==> src/rtl/sobel_pkg.sv <==
// Shared types and constants for the pixel window sequencer: FSM states, tap
// indices and tap-to-offset helpers.
package sobel_pkg;

  typedef enum logic [2:0] {
    ST_IDLE,
    ST_RD_REQ,
    ST_WIN_OUT,
    ST_RES_WAIT,
    ST_WR_REQ,
    ST_NEXT,
    ST_DONE
  } state_t;

  localparam int NUM_TAPS = 9;
  localparam int PIX_W    = 8;

  localparam logic [3:0] TAP_FIRST       = 4'd0;
  localparam logic [3:0] TAP_REUSE_FIRST = 4'd2;
  localparam logic [3:0] TAP_LAST        = 4'd8;
  localparam logic [3:0] TAP_STEP        = 4'd1;
  localparam logic [3:0] TAP_COL_STEP    = 4'd3;

  typedef logic [NUM_TAPS-1:0][PIX_W-1:0] window_t;

  // Row index 0..2 of a tap (tap = dr*3 + dc, row-major).
  function automatic logic [1:0] tap_dr(input logic [3:0] tap);
    if (tap < 4'd3)      return 2'd0;
    else if (tap < 4'd6) return 2'd1;
    else                 return 2'd2;
  endfunction

  function automatic logic [1:0] tap_dc(input logic [3:0] tap);
    case (tap)
      4'd0, 4'd3, 4'd6: return 2'd0;
      4'd1, 4'd4, 4'd7: return 2'd1;
      default:          return 2'd2;
    endcase
  endfunction

endpackage

==> src/rtl/window_addr_gen.sv <==
// Combinational address generator: maps (row, col, tap) to the neighbourhood
// read address and the centre-pixel write address.
module window_addr_gen
  import sobel_pkg::*;
#(
  parameter int IMG_W   = 8,
  parameter int ADDR_W  = 8,
  parameter int RD_BASE = 0,
  parameter int WR_BASE = 128,
  parameter int ROW_W   = 3,
  parameter int COL_W   = 3
) (
  input  logic [ROW_W-1:0]  row,
  input  logic [COL_W-1:0]  col,
  input  logic [3:0]        tap,
  output logic [ADDR_W-1:0] rd_addr,
  output logic [ADDR_W-1:0] wr_addr
);

  logic [ADDR_W-1:0] rd_row;
  logic [ADDR_W-1:0] rd_col;

  always_comb begin
    // Tap row/col 0..2 are offsets -1..+1 around the centre pixel.
    rd_row  = ADDR_W'(row) + ADDR_W'(tap_dr(tap)) - ADDR_W'(1);
    rd_col  = ADDR_W'(col) + ADDR_W'(tap_dc(tap)) - ADDR_W'(1);
    rd_addr = ADDR_W'(RD_BASE) + rd_row * ADDR_W'(IMG_W) + rd_col;
    wr_addr = ADDR_W'(WR_BASE) + ADDR_W'(row) * ADDR_W'(IMG_W) + ADDR_W'(col);
  end

endmodule

==> src/rtl/pixel_window_sequencer.sv <==
// Walks interior pixels, reads each 3x3 window, hands it to the Sobel core and
// writes the result back. Define WINDOW_REUSE_EN to reuse two window columns.
module pixel_window_sequencer
  import sobel_pkg::*;
#(
  parameter int IMG_W   = 8,
  parameter int IMG_H   = 8,
  parameter int ADDR_W  = 8,
  parameter int DATA_W  = 8,
  parameter int RD_BASE = 0,
  parameter int WR_BASE = 128
) (
  input  logic                  clk,
  input  logic                  rst,
  input  logic                  start,
  input  logic                  busy,
  input  logic [DATA_W-1:0]     rd_data,
  input  logic                  write_done,
  output logic                  start_read,
  output logic [ADDR_W-1:0]     addr_r_mc,
  output logic                  start_write,
  output logic [ADDR_W-1:0]     addr_w_mc,
  output logic [DATA_W-1:0]     data_w,
  output logic                  win_valid,
  output logic [9*DATA_W-1:0]   win_data,
  input  logic                  result_valid,
  input  logic [DATA_W-1:0]     result_data,
  output logic                  done
);

  localparam int RW = $clog2(IMG_H);
  localparam int CW = $clog2(IMG_W);
  localparam logic [RW-1:0] ROW_FIRST = RW'(1);
  localparam logic [RW-1:0] ROW_LAST  = RW'(IMG_H - 2);
  localparam logic [CW-1:0] COL_FIRST = CW'(1);
  localparam logic [CW-1:0] COL_LAST  = CW'(IMG_W - 2);

`ifdef WINDOW_REUSE_EN
  localparam bit REUSE = 1'b1;
`else
  localparam bit REUSE = 1'b0;
`endif

  if (IMG_W < 3 || IMG_H < 3) begin : g_bad_geom
    $error("pixel_window_sequencer: image must be at least 3x3");
  end
  if (longint'(RD_BASE) + longint'(IMG_W) * longint'(IMG_H) > (longint'(1) << ADDR_W) ||
      longint'(WR_BASE) + longint'(IMG_W) * longint'(IMG_H) > (longint'(1) << ADDR_W))
  begin : g_bad_map
    $error("pixel_window_sequencer: image regions do not fit in the address space");
  end

  state_t                          state, state_nx;
  logic [RW-1:0]                   row;
  logic [CW-1:0]                   col;
  logic [3:0]                      tap;
  logic                            partial;
  logic [NUM_TAPS-1:0][DATA_W-1:0] taps;
  logic [DATA_W-1:0]               result;
  logic [ADDR_W-1:0]               rd_addr;
  logic [ADDR_W-1:0]               wr_addr;

  window_addr_gen #(
    .IMG_W   (IMG_W),
    .ADDR_W  (ADDR_W),
    .RD_BASE (RD_BASE),
    .WR_BASE (WR_BASE),
    .ROW_W   (RW),
    .COL_W   (CW)
  ) u_addr (
    .row     (row),
    .col     (col),
    .tap     (tap),
    .rd_addr (rd_addr),
    .wr_addr (wr_addr)
  );

  assign win_data = taps;

  always_ff @(posedge clk or posedge rst) begin
    if (rst) state <= ST_IDLE;
    else     state <= state_nx;
  end

  // Requests are held while their state is active; busy/write_done gate the exit.
  always_comb begin
    state_nx    = state;
    start_read  = 1'b0;
    addr_r_mc   = '0;
    start_write = 1'b0;
    addr_w_mc   = '0;
    data_w      = '0;
    win_valid   = 1'b0;
    done        = 1'b0;
    case (state)
      ST_IDLE:     if (start) state_nx = ST_RD_REQ;
      ST_RD_REQ: begin
        start_read = 1'b1;
        addr_r_mc  = rd_addr;
        if (!busy && tap == TAP_LAST) state_nx = ST_WIN_OUT;
      end
      ST_WIN_OUT: begin
        win_valid = 1'b1;
        state_nx  = ST_RES_WAIT;
      end
      ST_RES_WAIT: if (result_valid) state_nx = ST_WR_REQ;
      ST_WR_REQ: begin
        start_write = 1'b1;
        addr_w_mc   = wr_addr;
        data_w      = result;
        if (write_done) state_nx = ST_NEXT;
      end
      ST_NEXT:     state_nx = (row == ROW_LAST && col == COL_LAST) ? ST_DONE : ST_RD_REQ;
      ST_DONE: begin
        done     = 1'b1;
        state_nx = ST_IDLE;
      end
      default:     state_nx = ST_IDLE;
    endcase
  end

  always_ff @(posedge clk or posedge rst) begin
    if (rst) begin
      row     <= ROW_FIRST;
      col     <= COL_FIRST;
      tap     <= TAP_FIRST;
      partial <= 1'b0;
      taps    <= '0;
      result  <= '0;
    end else begin
      case (state)
        ST_IDLE: if (start) begin
          row     <= ROW_FIRST;
          col     <= COL_FIRST;
          tap     <= TAP_FIRST;
          partial <= 1'b0;
        end
        ST_RD_REQ: if (!busy) begin
          for (int k = 0; k < NUM_TAPS; k++) begin
            if (tap == 4'(k)) taps[k] <= rd_data;
          end
          // A partial window only refills the right column: taps 2, 5, 8.
          if (tap != TAP_LAST) tap <= tap + (partial ? TAP_COL_STEP : TAP_STEP);
        end
        ST_RES_WAIT: if (result_valid) result <= result_data;
        ST_NEXT: begin
          if (col == COL_LAST) begin
            col     <= COL_FIRST;
            tap     <= TAP_FIRST;
            partial <= 1'b0;
            if (row != ROW_LAST) row <= row + 1'b1;
          end else begin
            col <= col + 1'b1;
            if (REUSE) begin
              taps[0] <= taps[1];
              taps[1] <= taps[2];
              taps[3] <= taps[4];
              taps[4] <= taps[5];
              taps[6] <= taps[7];
              taps[7] <= taps[8];
              tap     <= TAP_REUSE_FIRST;
              partial <= 1'b1;
            end else begin
              tap     <= TAP_FIRST;
            end
          end
        end
        default: ;
      endcase
    end
  end

endmodule
==> config.mk <==
export PLATFORM = sky130hd
export DESIGN_NAME = pixel_window_sequencer
export DESIGN_NICKNAME = d
export VERILOG_FILES = /design/src/rtl/sobel_pkg.sv /design/src/rtl/window_addr_gen.sv /design/src/rtl/pixel_window_sequencer.sv
export SDC_FILE = /design/constraint.sdc
export NUM_CORES = 1
export LEC_CHECK = 0
export CORE_UTILIZATION = 49
export DETAILED_ROUTE_END_ITERATION = 10
export PLACE_DENSITY = 0.8
export SLEW_MARGIN = 20
export SYNTH_ARGS = -nofsm -noshare
export SYNTH_HDL_FRONTEND = slang
export SYNTH_SLANG_ARGS = --single-unit
==> constraint.sdc <==
create_clock -name clk -period 5.27 [get_ports clk]
set_clock_uncertainty 0.1 [all_clocks]
set_input_delay 1.581 -clock clk [delete_from_list [all_inputs] [get_ports clk]]
set_output_delay 1.581 -clock clk [all_outputs]
set_load 0.03 [all_outputs]
Word-level counts from Yosys, hierarchy flattened
Cells that the tools add are included.
{"block": "word_totals", "register_bits": 94, "wordCells": 107}
{"block": "classes", "addsub": 10, "n_lt_le_gt_ge": 2, "eq_ne": 26, "muxes": 29, "n_bitwise": 1, "n_reduce_logical": 24}
{"operator": "AND reduction 3 bit", "n": 10}
{"operator": "two-way mux 3 bit", "n": 8}
{"operator": "two-way mux 8 bit", "n": 3}
{"operator": "case mux 3 bit (6 select lines)", "n": 1}
{"operator": "== test 4 x 3 -> 1 bit (second input constant)", "n": 4}
{"operator": "inequality test 2 bit (second input constant)", "n": 8}
{"operator": "== test 3 bit (second input constant)", "n": 5}
{"operator": "two-way mux 4 bit", "n": 3}
{"operator": "case mux 3 bit (2 select lines)", "n": 2}
{"operator": "case mux 4 bit (3 select lines)", "n": 1}
{"operator": "AND reduction 4 bit", "n": 3}
{"operator": "adder 3 x 2 -> 4 bit", "n": 2}
{"operator": "adder 8 x 3 -> 8 bit", "n": 1}
{"operator": "adder 8 x 6 -> 8 bit (first input constant)", "n": 1}
{"operator": "adder 8 bit", "n": 1}
{"operator": "== test 4 x 2 -> 1 bit (second input constant)", "n": 2}
{"operator": "subtractor 8 x 1 -> 8 bit (second input constant)", "n": 1}
{"operator": "adder 3 x 1 -> 3 bit (second input constant)", "n": 2}
{"operator": "== test 3 x 2 -> 1 bit (second input constant)", "n": 2}
{"operator": "two-way mux 1 bit", "n": 6}
{"operator": "two-way mux 2 bit", "n": 3}
{"operator": "OR reduction 3 bit", "n": 2}
{"operator": "subtractor 5 x 1 -> 5 bit (second input constant)", "n": 1}
{"operator": "adder 4 x 2 -> 4 bit", "n": 1}
{"operator": "other kinds (17)", "n": 19}

Logic depth before layout (Yosys ltp)
Gate-level depths: netlist of run 1.
{"block": "depth", "word_depth": 7, "ltp_mapped": 16, "mapped_depth_nobuf": 16}

Hierarchy
Synthesis of run 1 repeated with hierarchy kept, for this count alone.
{"block": "hier_totals", "hier_cells": 356, "area_unflattened_um2": 4700.8}
{"mod": "pixel_window_sequencer", "instances": 1, "cells_each": 288, "area_per_inst_um2": 4167.7, "seq_area_each_um2": 2329.7}
{"mod": "window_addr_gen", "instances": 1, "cells_each": 68, "area_per_inst_um2": 533.0, "seq_area_each_um2": 0.0}

Least setup slack after synthesis of run 1
No wires, ideal clock.
{"block": "synth_timing", "path_kind": "register to output", "startpoint": "reg tap[2]", "endpoint": "out addr_r_mc[7]", "arrival_time_ps": 3355, "path_slack_ps": 234, "path_stages_with_launch": 17, "path_cell_list": "dfrtp_1 clkbuf_1 mux2i_1 nor2_1 ha_1 inv_1 fa_1 ha_1 xnor2_1 xor2_1 inv_1 ha_1 o21a_1 o31ai_1 o2bb2ai_1 a211o_1 nand2_1"}
{"block": "synth_between", "elab_chain_cells": 7, "word_cells_on_any_way": 19, "cone_classes": "add/sub (5); order compare (2); eq/ne (5); mux (4); reduce/logical (3)"}
{"item": "start, declared", "line": "pixel_window_sequencer.sv:56", "rtl": "logic [3:0] tap;"}
{"item": "start signal, assigned", "line": "pixel_window_sequencer.sv:143", "rtl": "if (tap != TAP_LAST) tap <= tap + (partial ? TAP_COL_STEP : TAP_STEP);"}
{"item": "== test 4 x 1 -> 1 bit, or another cell as far along", "line": "sobel_pkg.sv:34", "rtl": "case (tap)"}
{"item": "OR reduction 3 bit or two-way mux 2 bit (tied branches)", "line": "sobel_pkg.sv:34, sobel_pkg.sv:29"}
{"item": "case mux 2 bit (2 select lines) or two-way mux 2 bit (tied branches)", "line": "sobel_pkg.sv:34, sobel_pkg.sv:28"}
{"item": "adder 3 x 2 -> 4 bit, on equally long branches", "line": "window_addr_gen.sv:26, window_addr_gen.sv:25"}
{"item": "subtractor 8 x 1 -> 8 bit or subtractor 5 x 1 -> 5 bit (tied branches)", "line": "window_addr_gen.sv:26, window_addr_gen.sv:25"}
{"item": "adder 8 bit *", "line": "window_addr_gen.sv:27", "rtl": "rd_addr = ADDR_W'(RD_BASE) + rd_row * ADDR_W'(IMG_W) + rd_col;"}
{"item": "two-way mux 8 bit *", "line": "pixel_window_sequencer.sv:95", "rtl": "case (state)"}
{"item": "end, declared", "line": "pixel_window_sequencer.sv:20", "rtl": "output logic [ADDR_W-1:0] addr_r_mc,"}
Every way passes the cells marked *; elsewhere a longest branch is shown, timed or not.

Final worst setup path of run 1
{"block": "layout_timing", "startpoint": "reg tap[0]", "endpoint": "out addr_r_mc[7]"}
The elaborated chain is that of the path after synthesis.

==> flow_metrics.tcl, run 1 <==
set metrics [dict create \
    timing.reg2reg.setup_slack_ns 2.81 \
    synthesis.area_um2 4560 \
    max_slew_margin 0.463 \
    cp_cell_sequence "ha_4, mux2i_1, nor2_1, ha_2, inv_2, fa_2, ha_4, xnor2_2, xor2_1, inv_1, ha_4, o21a_1, o31ai_2, o2bb2ai_1, a211o_1, nand2_1, buf_6" \
    fin_ws_ns -0.0433 \
    status "complete, but fails checks" \
    worstReg2RegStart "state[2]" \
    r2r-end "win_data[71]" \
    core.rowCount 34 \
    synth-compound-area-share 0.0691 \
    vias 3396 \
    cap_viol_max_count 0 \
    synth_edf_count 0 \
    wl_per_cell_um 18.0 \
    dpl.hpwl_mm 7.88 \
    grt_overflow_total 0 \
    n_antenna_cell 0 \
    worst_slew_pin_slew_ns 0.804 \
    hold_depth 1 \
    numCtsBuffers 9 \
    drt_iter0_drc 114 \
    cp-startpoint "tap[0]" \
    multi_input_area_um2 2210 \
    hold_buffers 0 \
    violations "design-rule violations, negative setup slack" \
    stdcell_area_um2 6270 \
    path_max_fanout 4 \
    ios 122 \
    synth_top_family_by_area "multiplexers" \
    max_freq_mhz 188 \
    wirelength_mm 11.2 \
    ys_ff_latch 93 \
    clkLatencyLatePin_ns 0.36 \
    ant_nets 0 \
    cp.required_ns 3.59 \
    critPathMaxStageDelay_ns 0.45 \
    placed_area_um2 5880 \
    drc 5 \
    setup_viol 1 \
    grt_max_degree 47 \
    io_buffer_count 120 \
    critPathSlowestCell "dfrtp_2" \
    rsz0062_at_grt "true" \
    viasPerCell 5.46 \
    cpMostUsedCell "ha_4" \
    place.gp.congestion 0.764 \
    drive_above_1_share 0.278 \
    hold_viol 0 \
    die_x_um 98.5 \
    synth_flop_cell "dfrtp_1" \
    dieArea_um2 9700 \
    slew_violations 0 \
    antenna_found_initial 0 \
    yosys-mux-area-fraction 0.202 \
    clockBufferDepth 2 \
    yosysUniqueCellTypes 53 \
    synth-async-reset-ratio 1.00 \
    synth_fa_ha_area_frac 0.0625 \
    fp.coreArea_um2 8850 \
    syn_inst 376 \
    yosys.area_share.simple 0.121 \
    synth_seq_area_share 0.511 \
    h-tree-depth 3 \
    final_common_cell "clkdlybuf4s50_1" \
    regArea_um2 2330 \
    globalRouteTotalUtil 0.241 \
    cp.arrival_ns 3.63 \
    layout_common_cells "clkdlybuf4s50_1 (114), dfrtp_1 (88), mux2_2 (77), nand2_1 (19), inv_1 (17)" \
    clk_pin_slew_ns 0.10 \
    finalNetCount 553 \
    cts_root_buf "clkbuf_8" \
    syn_area_per_cell_um2 12.1 \
    cp-end-kind "output port" \
    hp-class "flip-flop to flip-flop" \
    period_share 1.01 \
    setup.worst_path.end "addr_r_mc[7]" \
    r2r_cells 5 \
    tritoncts "built" \
    areaGrowthSynthToFinish_pct 37.3 \
    grt_pass1_wl_mm 17.9 \
    period_needed_ns 5.31 \
    start_util 0.516 \
    syn_nets 419 \
    path_class "flip-flop to output port" \
    die_y_um 98.5 \
    fillers 673 \
    grt_pass1_vias 3585 \
    worstSetupStartpointType "flip-flop" \
    yosysWarnings 0 \
    synthXorXnorAreaFrac 0.00576 \
    firstDrtPassIters 9 \
    cts_sinks 93 \
]
==> worst min-delay path by stage <==
| stage | endpoint | startpoint | slack (ns) |
|---|---|---|---|
| after global routing | win_data[48] | win_data[48] | 0.43 |
| after floorplan | result[0] | result[0] | 0.37 |
| after global placement | win_data[36] | win_data[36] | 0.38 |
| after detailed placement | win_data[36] | win_data[36] | 0.38 |
| after CTS | win_data[36] | win_data[36] | 0.41 |
| final | win_data[36] | win_data[36] | 0.40 |
==> final cells by class <==
class / instances / area share
inverters: 22 / 0.0134
flip-flops and latches: 93 / 0.372
clock inverters: 6 / 0.0154
well taps: 108 / 0.0216
repair buffers: 133 / 0.205
clock buffers: 9 / 0.0198
multi-input cells: 251 / 0.352
==> layer usage <==
layer  share of wire  up-vias  track usage  routed length, um
met4           0.022        0       0.0712                250
met1            0.39     1674        0.275               4400
met5               0        -            0                  0
met2            0.50      102        0.414               5570
li1                -     1596            -                  -
met3           0.086       24        0.101                962
==> worst max-delay path: cells and delay by family (launching register included) <==
kind,cells,cell delay (ns)
adder cells (fa/ha/maj),5,1.33
AO/OA/AOI/OAI,4,0.58
flip-flops,1,0.45
XOR/XNOR,2,0.36
buffers and inverters,3,0.29
AND/OR/NAND/NOR,2,0.14
multiplexers,1,0.12
==> registers in the layout (all words and copies together), names as in the netlist <==
signal and flops:
col 3, result 8, win_data 72, row 3, tap 4, state 3
==> metrics by stage <==
stage | cells | hold WS, ns | worst slack (ns) | utilization | TNS [ns]
floorplan | 376 | 0.371 | 0.234 | - | 0
global placement | 599 | 0.376 | 0.159 | 0.665 | 0
detailed placement | 599 | 0.384 | -0.00489 | 0.665 | -0.00489
CTS | 617 | 0.408 | -0.168 | 0.696 | -0.168
global route | 622 | 0.432 | -0.228 | 0.708 | -0.430
finish | 622 | 0.402 | -0.0433 | 0.708 | -0.0433
==> what timing repair did <==
item                       CTS  global route
gates cloned                 0             0
setup buffers                3             5
setup endpoints to repair    6             5
pin swaps                    1            11
resized for setup            9            21
==> cells by family (layout without fill, tap and decap cells) <==
kind of cell / count (synthesis) / count (layout)
flip-flops: 93 / 93
AND/OR/NAND/NOR: 96 / 96
adder cells (fa/ha/maj): 21 / 21
buffers and inverters: 32 / 170
XOR/XNOR: 3 / 3
AO/OA/AOI/OAI: 48 / 48
multiplexers: 82 / 82
other: 1 / 1
==> Yosys cell counts, types with 2 or more instances <==
cell type  count  area, um2
a21o_1         6       45.0
a21oi_1        9       45.0
a22oi_1        2       15.0
a31oi_1        3       18.8
and2_1        16        100
buf_4          2       15.0
clkbuf_1       6       22.5
dfrtp_1       91       2280
dfstp_2        2       52.6
fa_1           3       60.1
ha_1          18        225
inv_1         20       75.1
mux2_1         3       33.8
mux2_2        77        867
mux2i_1        2       20.0
nand2_1       19       71.3
nand2_2        5       31.3
nand2b_1       3       18.8
nand3_1        6       30.0
nand3b_1       3       22.5
nor2_1        16       60.1
nor2b_1        5       31.3
nor3_1         7       35.0
nor3b_1        2       15.0
o21ai_0       12       60.1
o21bai_1       2       15.0
o2bb2ai_1      2       17.5
o31ai_1        5       37.5
or3_1          4       25.0
xnor2_1        2       17.5
Power of run 1 is left out: the tool's default activity adds up to more than one toggle a clock period on the data nets, which glitch-free logic cannot reach.
==> inputs of run 2 (changes only) <==
Settings changed: GPL_TIMING_DRIVEN from default to 0.
==> run 2 against run 1 <==
  * The flow finishes with violations (negative setup slack)
  * Cell count increased by 2.9%
  * Register-to-register slack improved by 0.12 ns
  * Final area increased by 3.1%
  * Critical path type unchanged
  * Highest routed layer unchanged
==> flow_metrics.tcl, run 2 (synthesis gave the netlist of run 1 again) <==
set metrics [dict create \
    clockBufferDepth 2 \
    hp-class "flip-flop to flip-flop" \
    stdcell_area_um2 6460 \
    start_util 0.516 \
    path_max_fanout 4 \
    h-tree-depth 3 \
    die_y_um 98.5 \
    fin_ws_ns -0.0923 \
    cp-startpoint "tap[1]" \
    clk_pin_slew_ns 0.09 \
    drt_iter0_drc 106 \
    n_antenna_cell 0 \
    cp.required_ns 3.59 \
    cts_sinks 93 \
    r2r-end "win_data[67]" \
    cp-end-kind "output port" \
    core.rowCount 34 \
    dieArea_um2 9700 \
    wirelength_mm 11.5 \
    whs_ns 0.408 \
    clkLatencyLatePin_ns 0.35 \
    period_share 1.02 \
    r2r_cells 5 \
    ios 122 \
    cp.arrival_ns 3.68 \
    globalRouteTotalUtil 0.239 \
    vias 3565 \
    period_needed_ns 5.36 \
    rsz0062_at_grt "true" \
    cap_viol_max_count 0 \
    firstDrtPassIters 6 \
    slew_violations 0 \
    finalNetCount 570 \
    max_slew_margin 0.453 \
    io_buffer_count 120 \
    drive_above_1_share 0.303 \
    hold_start "result[6]" \
    final_common_cell "clkdlybuf4s50_1" \
    setup_viol 2 \
    antenna_found_initial 0 \
    numCtsBuffers 9 \
    grt_pass1_vias 3614 \
    hold_end "result[6]" \
    worstSetupStartpointType "flip-flop" \
    grt_pass1_wl_mm 18.0 \
    timing.reg2reg.setup_slack_ns 2.93 \
    ant_nets 0 \
    placed_area_um2 5930 \
    status "complete, but fails checks" \
    path_class "flip-flop to output port" \
    tritoncts "built" \
    viasPerCell 5.57 \
    grt_overflow_total 0 \
    layout_common_cells "clkdlybuf4s50_1 (114), dfrtp_1 (88), mux2_2 (77), buf_4 (24), nand2_1 (19)" \
    areaGrowthSynthToFinish_pct 41.5 \
    hold_depth 1 \
    violations "negative setup slack" \
    fp.coreArea_um2 8850 \
    place.gp.congestion 0.804 \
    drc 0 \
    cts_root_buf "clkbuf_8" \
    wl_per_cell_um 17.9 \
    worstReg2RegStart "state[0]" \
    grt_max_degree 50 \
    largest_reg_flops 72 \
    hold_viol 0 \
    die_x_um 98.5 \
    worst_slew_pin_slew_ns 0.814 \
    max_freq_mhz 186 \
    dpl.hpwl_mm 7.78 \
]
run 2: changes by cell type in the layout (fill, tap and decap cells not counted), moves of 2 or more:
| cell | before | now |
|---|---|---|
| inv_4 | 0 | 2 |
| clkbuf_1 | 0 | 6 |
| ha_4 | 3 | 7 |
| ha_1 | 11 | 8 |
| buf_4 | 16 | 24 |
run 2: worst max path at each step:
stage,endpoint
after floorplan,addr_r_mc[7]
after global placement,addr_r_mc[7]
after detailed placement,addr_r_mc[7]
after CTS,addr_r_mc[7]
after global routing,addr_r_mc[7]
final,addr_r_mc[7]
run 2: metal layers:
layer	up-vias	part of all wire	track usage
met3	22	0.084	0.0936
met5	-	0	0
met1	1793	0.38	0.272
li1	1619	-	-
met4	0	0.015	0.0608
met2	131	0.52	0.421
run 2: metrics by stage:
step | std cells | setup WS (ns) | utilization | TNS (ns)
after floorplan | 376 | 0.234 | - | 0
after global placement | 604 | -0.449 | 0.667 | -14.48
after detailed placement | 605 | -0.605 | 0.670 | -1.60
after CTS | 631 | -0.0616 | 0.713 | -0.0616
after global routing | 640 | -0.278 | 0.730 | -0.553
final | 640 | -0.0923 | 0.730 | -0.123
run 2: repair_timing:
item | 4_1_cts | 5_1_grt
gates resized for setup | 44 | 25
setup buffers | 12 | 9
cloned | 0 | 0
endpoints found under the setup margin | 6 | 5
pin swaps | 9 | 10
hold buffers | 0 | 0
run 2: layout make-up:
class | count | area, um2
buffer | 8 | 38.8
clock buffer | 12 | 145
clock inverter | 4 | 55.1
fill | 608 | 2390
inverter | 22 | 87.6
multi-input combinational | 251 | 2290
sequential | 93 | 2330
tap | 108 | 135
timing repair buffer | 142 | 1380
run 2: worst max-delay path, stage by stage, from the launching register on:
cell and delay (ns):
dfrtp_2 0.46, ha_4 0.18, mux2i_1 0.12, nor2_1 0.08, ha_2 0.20, inv_1 0.07, fa_1 0.46, ha_4 0.21
xnor2_4 0.13, xor2_1 0.24, inv_1 0.11, ha_4 0.28, o21a_1 0.13, o31ai_2 0.08, o2bb2ai_2 0.14, a211o_1 0.24
nand2_1 0.09, buf_6 0.14
Power of run 2 is left out for the same reason.
==> inputs of run 3 (changes only) <==
Settings changed: ABC_CLOCK_PERIOD_IN_PS from default to 5270.
==> results of run 3 <==
Final layout, timing and power as in run 2 (identical DEF).
Power of run 3 is left out for the same reason.
